**config.mk**
```make
export PLATFORM = sky130hd
export DESIGN_NAME = tmds_deser_1to10
export DESIGN_NICKNAME = d
export VERILOG_FILES = /design/src/rtl/tmds_deser_1to10.sv
export SDC_FILE = /design/constraint.sdc
export NUM_CORES = 1
export LEC_CHECK = 0
export ABC_AREA = 0
export CORE_MARGIN = 4
export CORE_UTILIZATION = 50
export CTS_CLUSTER_DIAMETER = 100
export DETAILED_ROUTE_END_ITERATION = 10
export GPL_TIMING_DRIVEN = 0
export PLACE_DENSITY = 0.8
export SLEW_MARGIN = 40
export SYNTH_ARGS = -nofsm -noshare
export SYNTH_HDL_FRONTEND = slang
export SYNTH_SLANG_ARGS = --single-unit
```
**constraint.sdc**
```tcl
create_clock -name clkx5 -period 3.6 [get_ports clkx5]
set_input_delay 0.72 -clock clkx5 [delete_from_list [all_inputs] [get_ports clkx5]]
set_output_delay 0.72 -clock clkx5 [all_outputs]
set_load 0.02 [all_outputs]
```
**src/rtl/tmds_deser_1to10.sv**
```systemverilog
// 1:10 TMDS word deserializer with control-token word alignment, driven by the 5x pixel clock.
// Optional `define TMDS_DESER_POLINV_EN inverts both serial inputs for swapped P/N routing.
module tmds_deser_1to10 #(
  parameter int SEARCH_WORDS  = 64,
  parameter int TOKEN_RUN     = 8,
  parameter int TIMEOUT_WORDS = 4096
) (
  input  logic       clkx5,
  input  logic       rst,
  input  logic       din_h,
  input  logic       din_l,
  input  logic       resync,
  output logic [9:0] dataout,
  output logic       data_valid,
  output logic       token_det,
  output logic [1:0] ctl,
  output logic       locked,
  output logic [3:0] bit_offset
);

  localparam int RUN_W  = $clog2(TOKEN_RUN + 1);
  localparam int MISS_W = $clog2(SEARCH_WORDS + 1);
  localparam int IDLE_W = $clog2(TIMEOUT_WORDS + 1);

  localparam logic [0:0] ST_SEARCH = 1'b0;
  localparam logic [0:0] ST_LOCKED = 1'b1;

  logic [1:0]        pair;
  logic [19:0]       hist_q;
  logic [2:0]        phase_q;
  logic [0:0]        state_q, state_d;
  logic [RUN_W-1:0]  run_q, run_d;
  logic [MISS_W-1:0] miss_q, miss_d;
  logic [IDLE_W-1:0] idle_q, idle_d;
  logic [3:0]        off_q, off_d;
  logic [9:0]        dout_q;
  logic              vld_q, tok_q;
  logic [1:0]        ctl_q;
  logic              sample;
  logic [9:0]        word;
  logic [2:0]        tok_dec;

`ifdef TMDS_DESER_POLINV_EN
  assign pair = ~{din_l, din_h};
`else
  assign pair = {din_l, din_h};
`endif

  // {detected, C1, C0}
  function automatic logic [2:0] decode_token(input logic [9:0] w);
    case (w)
      10'h354: decode_token = 3'b100;
      10'h0AB: decode_token = 3'b101;
      10'h154: decode_token = 3'b110;
      10'h2AB: decode_token = 3'b111;
      default: decode_token = 3'b000;
    endcase
  endfunction

  function automatic logic [3:0] slip(input logic [3:0] off);
    slip = (off == 4'd9) ? 4'd0 : off + 4'd1;
  endfunction

  assign sample  = (phase_q == 3'd4);
  assign word    = 10'(hist_q >> off_q);
  assign tok_dec = decode_token(word);

  always_comb begin
    state_d = state_q;
    run_d   = run_q;
    miss_d  = miss_q;
    idle_d  = idle_q;
    off_d   = off_q;
    if (resync) begin
      // Overrides any lock/timeout decision on the same cycle, so only one slip happens.
      state_d = ST_SEARCH;
      off_d   = slip(off_q);
      run_d   = '0;
      miss_d  = '0;
      idle_d  = '0;
    end else if (sample) begin
      case (state_q)
        ST_SEARCH: begin
          if (tok_dec[2]) begin
            miss_d = '0;
            if (run_q >= RUN_W'(TOKEN_RUN - 1)) begin
              run_d   = RUN_W'(TOKEN_RUN);
              state_d = ST_LOCKED;
              idle_d  = '0;
            end else begin
              run_d = run_q + RUN_W'(1);
            end
          end else begin
            run_d = '0;
            if (miss_q >= MISS_W'(SEARCH_WORDS - 1)) begin
              miss_d = '0;
              off_d  = slip(off_q);
            end else begin
              miss_d = miss_q + MISS_W'(1);
            end
          end
        end
        default: begin
          if (tok_dec[2]) begin
            idle_d = '0;
          end else if (idle_q >= IDLE_W'(TIMEOUT_WORDS - 1)) begin
            state_d = ST_SEARCH;
            off_d   = slip(off_q);
            run_d   = '0;
            miss_d  = '0;
            idle_d  = '0;
          end else begin
            idle_d = idle_q + IDLE_W'(1);
          end
        end
      endcase
    end
  end

  always_ff @(posedge clkx5 or posedge rst) begin
    if (rst) begin
      hist_q  <= '0;
      phase_q <= '0;
      state_q <= ST_SEARCH;
      run_q   <= '0;
      miss_q  <= '0;
      idle_q  <= '0;
      off_q   <= '0;
      dout_q  <= '0;
      vld_q   <= 1'b0;
      tok_q   <= 1'b0;
      ctl_q   <= '0;
    end else begin
      hist_q  <= {pair, hist_q[19:2]};
      phase_q <= sample ? 3'd0 : phase_q + 3'd1;
      state_q <= state_d;
      run_q   <= run_d;
      miss_q  <= miss_d;
      idle_q  <= idle_d;
      off_q   <= off_d;
      vld_q   <= sample;
      if (sample) begin
        dout_q <= word;
        tok_q  <= tok_dec[2];
        ctl_q  <= tok_dec[1:0];
      end
    end
  end

  assign dataout    = dout_q;
  assign data_valid = vld_q;
  assign token_det  = tok_q;
  assign ctl        = ctl_q;
  assign locked     = (state_q == ST_LOCKED);
  assign bit_offset = off_q;

endmodule

```
Word-level counts from Yosys, hierarchy flattened
Index checks and enable logic that the tools add are counted.

Add/sub/neg operators: 5. Magnitude comparators: 3. Equality and inequality tests: 9. Shifts and indexed selects: 1. Mux-type cells: 38. Reductions and logical operators: 7.

Operator list (number): 13-bit 2-to-1 mux (7); 4-bit 2-to-1 mux (15); 7-bit 2-to-1 mux (7); 10-bit equality test, second input constant (2); 20-bit by 4-bit right shift with 10-bit output (1); 13-bit by 1-bit adder with 13-bit output, second input constant (1); 13-bit by 12-bit greater-or-equal comparator with 1-bit output, second input constant (1); 3-bit case mux with 4 select lines (1); 10-bit by 8-bit equality test with 1-bit output, second input constant (1); 10-bit by 9-bit equality test with 1-bit output, second input constant (1); 3-bit nonzero test (3); 4-bit by 1-bit adder with 4-bit output, second input constant (2); 7-bit by 1-bit adder with 7-bit output, second input constant (1); 7-bit by 6-bit greater-or-equal comparator with 1-bit output, second input constant (1); 1-bit 2-to-1 mux (7); 3-bit AND reduction (2); 4-bit equality test, second input constant (1); 4-bit by 3-bit greater-or-equal comparator with 1-bit output, second input constant (1); 4-bit AND reduction (1); 3-bit by 1-bit adder with 3-bit output, second input constant (1); 3-bit equality test, second input constant (1); 3-bit 2-to-1 mux (1); 3-bit by 2-bit inequality test with 1-bit output, second input constant (1); 3-bit inequality test, second input constant (1); other kinds (2) (2).

Register bits: 66. Input bits: 5. Output and inout port bits: 19. Word-level logic and storage cells: 74.

Logic depth before layout (Yosys ltp)
Depth in word-level cells: 7. Mapped depth: 13. Depth with buffers taken out: 9.

Worst setup path before layout
OpenSTA, ideal clock, no wires.

Path type: reg-to-reg. From: register off_q[1] (netlist: bit_offset[1]). To: register off_q[1] (netlist: bit_offset[1]). Setup time: 0.127 ns. Arrival: 3.291 ns. Data required time: 3.473 ns. Path slack: 0.181 ns. Cell stages (with the launch flop): 11. Buffers on the path: 2. Period minus slack after synthesis: 3.419 ns. Cells stage by stage: dfrtp_1 clkbuf_1 buf_2 mux4_2 a22oi_1 o211ai_1 or4_4 nor4_4 o31ai_1 nand2_1 mux2_1.

Longest elaborated chain between the ends: 7. Elaborated cells on any way between the ends: 18. Classes of those cells: add/sub: 1; eq/ne: 6; shift: 1; mux: 9; reduce/logical: 1.

Ends and longest elaborated chain: start: declaration (RTL line 35) `logic [3:0] off_q, off_d;`; start signal: assignment (RTL line 128) `off_q <= '0;`; start signal: assignment (RTL line 140) `off_q <= off_d;`; branches (longest 7 deep; another with 20-bit by 4-bit right shift with 10-bit output).

Several ways; the timed one is not identified. The select of a mux whose other input is x is not followed. A chain may end at the register's enable or synchronous reset.

Worst setup path in the final report
From: register off_q[0] (netlist: bit_offset[0]). To: register idle_q[4].

Longest elaborated chain between the ends: 7. Elaborated cells on any way between the ends: 12. Classes of those cells: eq/ne: 4; shift: 1; mux: 5; reduce/logical: 2.

Ends and longest elaborated chain: 20-bit by 4-bit right shift with 10-bit output (*) (RTL line 65) `assign word = 10'(hist_q >> off_q);`; 10-bit equality test, or another cell as far along (RTL line 51) `case (w)`; 3-bit case mux with 4 select lines (*) (RTL line 51); 13-bit 2-to-1 mux (RTL line 104) `if (tok_dec[2]) begin`; 13-bit 2-to-1 mux (RTL line 82) `case (state_q)`; 13-bit 2-to-1 mux (RTL line 81) `end else if (sample) begin`; 13-bit 2-to-1 mux (RTL line 74) `if (resync) begin`; end signal: assignment (RTL line 139) `idle_q <= idle_d;`; end: declaration (RTL line 34) `logic [IDLE_W-1:0] idle_q, idle_d;`.

Every way passes the cells marked *; elsewhere a longest branch is shown, timed or not. The select of a mux whose other input is x is not followed.

==> summary.txt <==
Run status
  • Status: complete, no violations

Floorplanning
  • Initial Util: 0.5219
  • Io pins: 24
  • Die width: 95.71 microns
  • Core area: 7370 sq um
  • DIE AREA: 9159 sq um
  • Row cnt: 31
  • Die height: 95.71 microns

Route
  • Vias/cell: 6.088
  • Antenna Nets Post-Route: 0
  • Drt wl/cell: 16.47 microns
  • Vias: 3196
  • Drc violations: 0
  • Router iterations before antenna repair: 5
  • Routed Wire Length: 8649 microns
  • DR iter-0 viols: 365

Final layout
  • Layout net count: 432
  • ANT cells: 0
  • Final cell count without fillers: 525
  • Layout area overhead: 16.82%
  • Fraction of layout cells with a size suffix above 1: 0.1620

STA
  • Fmax: 292.7 MHz
  • Final hold vios: 0
  • Relative slew slack: 0.4594
  • Final Setup Violations: 0
  • Min Tclk post-route: 3.417 ns
  • Fin crit share: 0.9491
  • Fin Setup TNS: 0 ns
  • Setup ws final: 0.1832 ns
  • Worst Tran Pin Value: 0.8040 ns
  • Final hold slack: 0.4327 ns
  • Final Max Slew Viols: 0
  • Setup Skew: 0.01443 ns

Critical path
  • Type of the worst setup path: reg -> reg
  • Top Family by Delay on Critical Path: simple AND/OR/NAND/NOR gates
  • FF-to-FF path depth: 12
  • CP peak stage delay: 0.57 ns
  • Reg2reg start: bit_offset[0]
  • Req. time, crit path: 3.82 ns
  • Crit path capture: idle_q[4]
  • Buf+Inv Stages, Crit Path: 4
  • Arr. time, crit path: 3.64 ns
  • Worst Setup SP: bit_offset[0]
  • Max FO, Critical Path: 10
  • Worst path cell trace: buf_6, buf_6, mux4_2, a22oi_1, o211ai_1, or4_4, nor4_4, buf_4, o21ai_2, buf_2, a22oi_1, mux2i_1
  • Crit path capture type: flip-flop
  • R2R setup slack: 0.18 ns
  • Setup crit start kind: flip-flop
  • WP depth: 12
  • Slowest-stage cell, CP: or4_4
  • FF-to-FF End: idle_q[4]

Power
  • Pwr/cell area: 720.2 nW/um^2
  • Power after layout: 0.003236 W
  • Max VDD drop: 0.3154 mV
  • Pleak: 1.914 nW

Place
  • # port buffers: 23
  • HPWL Detailed: 6007 microns
  • Routability congestion estimate: 0.9461
  • Cell count after placement: 506
  • Dpl ws: -0.2633 ns

CTS
  • CTS tree: done
  • Number of CTS-inserted buffers: 9
  • Root buffer cell: clkbuf_8
  • H-Tree Depth: 3
  • Sink Count: 66
  • Clk_lat worst skew: 0.35 ns
  • Hold_buf cts: 0
  • Clk buf depth: 2
  • CTS clk-pin slew, worst paths: 0.07 ns

Synth
  • Top FF cell, synth: dfrtp_1
  • Async SR Flop Fraction: 1.000
  • Largest cells by area after synthesis: dfrtp_1 (43%), mux4_2 (11%), mux2i_1 (6.0%)
  • Post-synth net total: 393
  • Syn_area_per_cell: 10.04 sq um
  • Yosys cell types: 49
  • Share of the yosys chip area belonging to registers: 0.4294
  • Post-synth EDFFs: 0
  • Synth top area share: 0.4294
  • Yosys warning total: 0
  • Post-synth top area cell: dfrtp_1
  • Mapped cell area: 3846 sq um
  • Seq cells post-synth: 66
  • Syn Inst Count: 383

Global routing
  • GRT overflow: 0
  • Vias in the first global route: 2989
  • Initial antenna violation count: 0
  • First-pass GRT wire length: 14580 microns
  • GRT Overall Usage: 0.2067
  • Pin count of the biggest net entering global routing: 46

Job
  • Max Cap Viol: 0

Hold path
  • Hold Path Class: reg -> reg
## worst register-to-register path, cell delays in order, from the launching register on
cell	delay [ns]
dfrtp_1	0.37
buf_6	0.18
buf_6	0.19
mux4_2	0.52
a22oi_1	0.15
o211ai_1	0.20
or4_4	0.57
nor4_4	0.28
buf_4	0.22
o21ai_2	0.09
buf_2	0.20
a22oi_1	0.21
mux2i_1	0.11
## timing repair
action / 4_1_cts / 5_1_grt
gates cloned: 0 / 0
gates resized for setup: 1 / 5
setup endpoints to repair: 21 / 23
buffers inserted: 3 / 2
pin swaps: 1 / 1
## per-stage QoR
stage	util	instance area [sq um]
2_1_floorplan	-	3846
3_3_place_gp	0.5699	4200
3_5_place_dp	0.5730	4223
4_1_cts	0.6042	4453
5_1_grt	0.6097	4493
6_report	0.6097	4493
## cell families after synthesis
kind of cell | count (synthesis) | share of synthesized area
and+or+nand+nor | 135 | 0.1731
AOI/OAI and AO/OA | 77 | 0.1321
buffers and inverters | 50 | 0.05595
xor gates and xnor gates | 2 | 0.004555
adders and majority gates | 5 | 0.01627
DFF | 66 | 0.4294
muxes | 48 | 0.1887
## per-layer routing
layer  global-route usage  up-vias  part of all wire
li1                     -     1479                 -
met1               0.2870     1565              0.44
met2               0.3069      131              0.47
met3              0.04848       21             0.066
met4              0.09834        0             0.024
met5                    0        -                 0
## final cells by class
class,instances,area [sq um]
Sequential cell,66,1652
Inverter,30,115.1
Fill cell,589,2877
Clock buffer,9,123.9
Multi-Input combinational cell,267,2003
Clock inverter,6,82.58
Buffer,19,105.1
Timing Repair Buffer,29,287.8
Tap cell,99,123.9
## sequential cells by signal, indices dropped and copies added, names as in the netlist, 2 cells and up
register,flops
run_q,4
miss_q,7
dataout,10
ctl,2
phase_q,3
bit_offset,4
idle_q,13
hist_q,20
## placed cells by master, fill, tap and decap left out, drive strengths merged, types with 2 or more instances in the layout
cell type	synthesis	routed
a21boi	3	3
o211ai	5	5
or3b	2	2
clkdlybuf4s50	0	23
o31ai	4	4
o21ai	19	19
nand2	52	52
and2	4	4
bufinv	0	2
clkinv	0	3
nor2b	4	4
mux4	19	19
mux2	6	6
nand2b	6	6
o22ai	8	8
buf	13	17
dfrtp	66	66
clkbuf	7	17
nor3	5	5
a31oi	2	2
and3	6	6
nand4	3	3
mux2i	23	23
xnor2	2	2
a22oi	17	17
nor4	5	5
nand3	20	20
a21oi	12	12
inv	30	30
nor2	23	23
ha	5	5
## Yosys cell counts, drive strengths merged (5+ instances only)
cell type / count
o21ai: 19
nor2: 23
mux4: 19
a21oi: 12
ha: 5
mux2i: 23
a22oi: 17
mux2: 6
clkbuf: 7
nor4: 5
nand3: 20
o22ai: 8
dfrtp: 66
nand2: 52
and3: 6
nor3: 5
nand2b: 6
o211ai: 5
inv: 30
buf: 13
## worst min-delay path by stage
stage                     cells after the start  slack [ns]        end  startpoint
after global placement                        0        0.42  hist_q[1]   hist_q[3]
after global routing                          0        0.47  hist_q[0]   hist_q[2]
final                                         0        0.43  hist_q[1]   hist_q[3]
after CTS                                     0        0.44  hist_q[1]   hist_q[3]
after detailed placement                      0        0.42  hist_q[1]   hist_q[3]
after floorplan                               0        0.38  hist_q[0]   hist_q[2]
## power breakdown
part / leakage [nW] / total (W) / internal [W] / switching (W)
Sequential: 0.840 / 0.000933 / 0.000846 / 0.0000862
Combinational: 0.969 / 0.00164 / 0.000751 / 0.000893
Clock: 0.105 / 0.000660 / 0.000382 / 0.000278
Total: 1.91 / 0.00324 / 0.00198 / 0.00126
No activity file was read; power rests on OpenSTA's default activity.
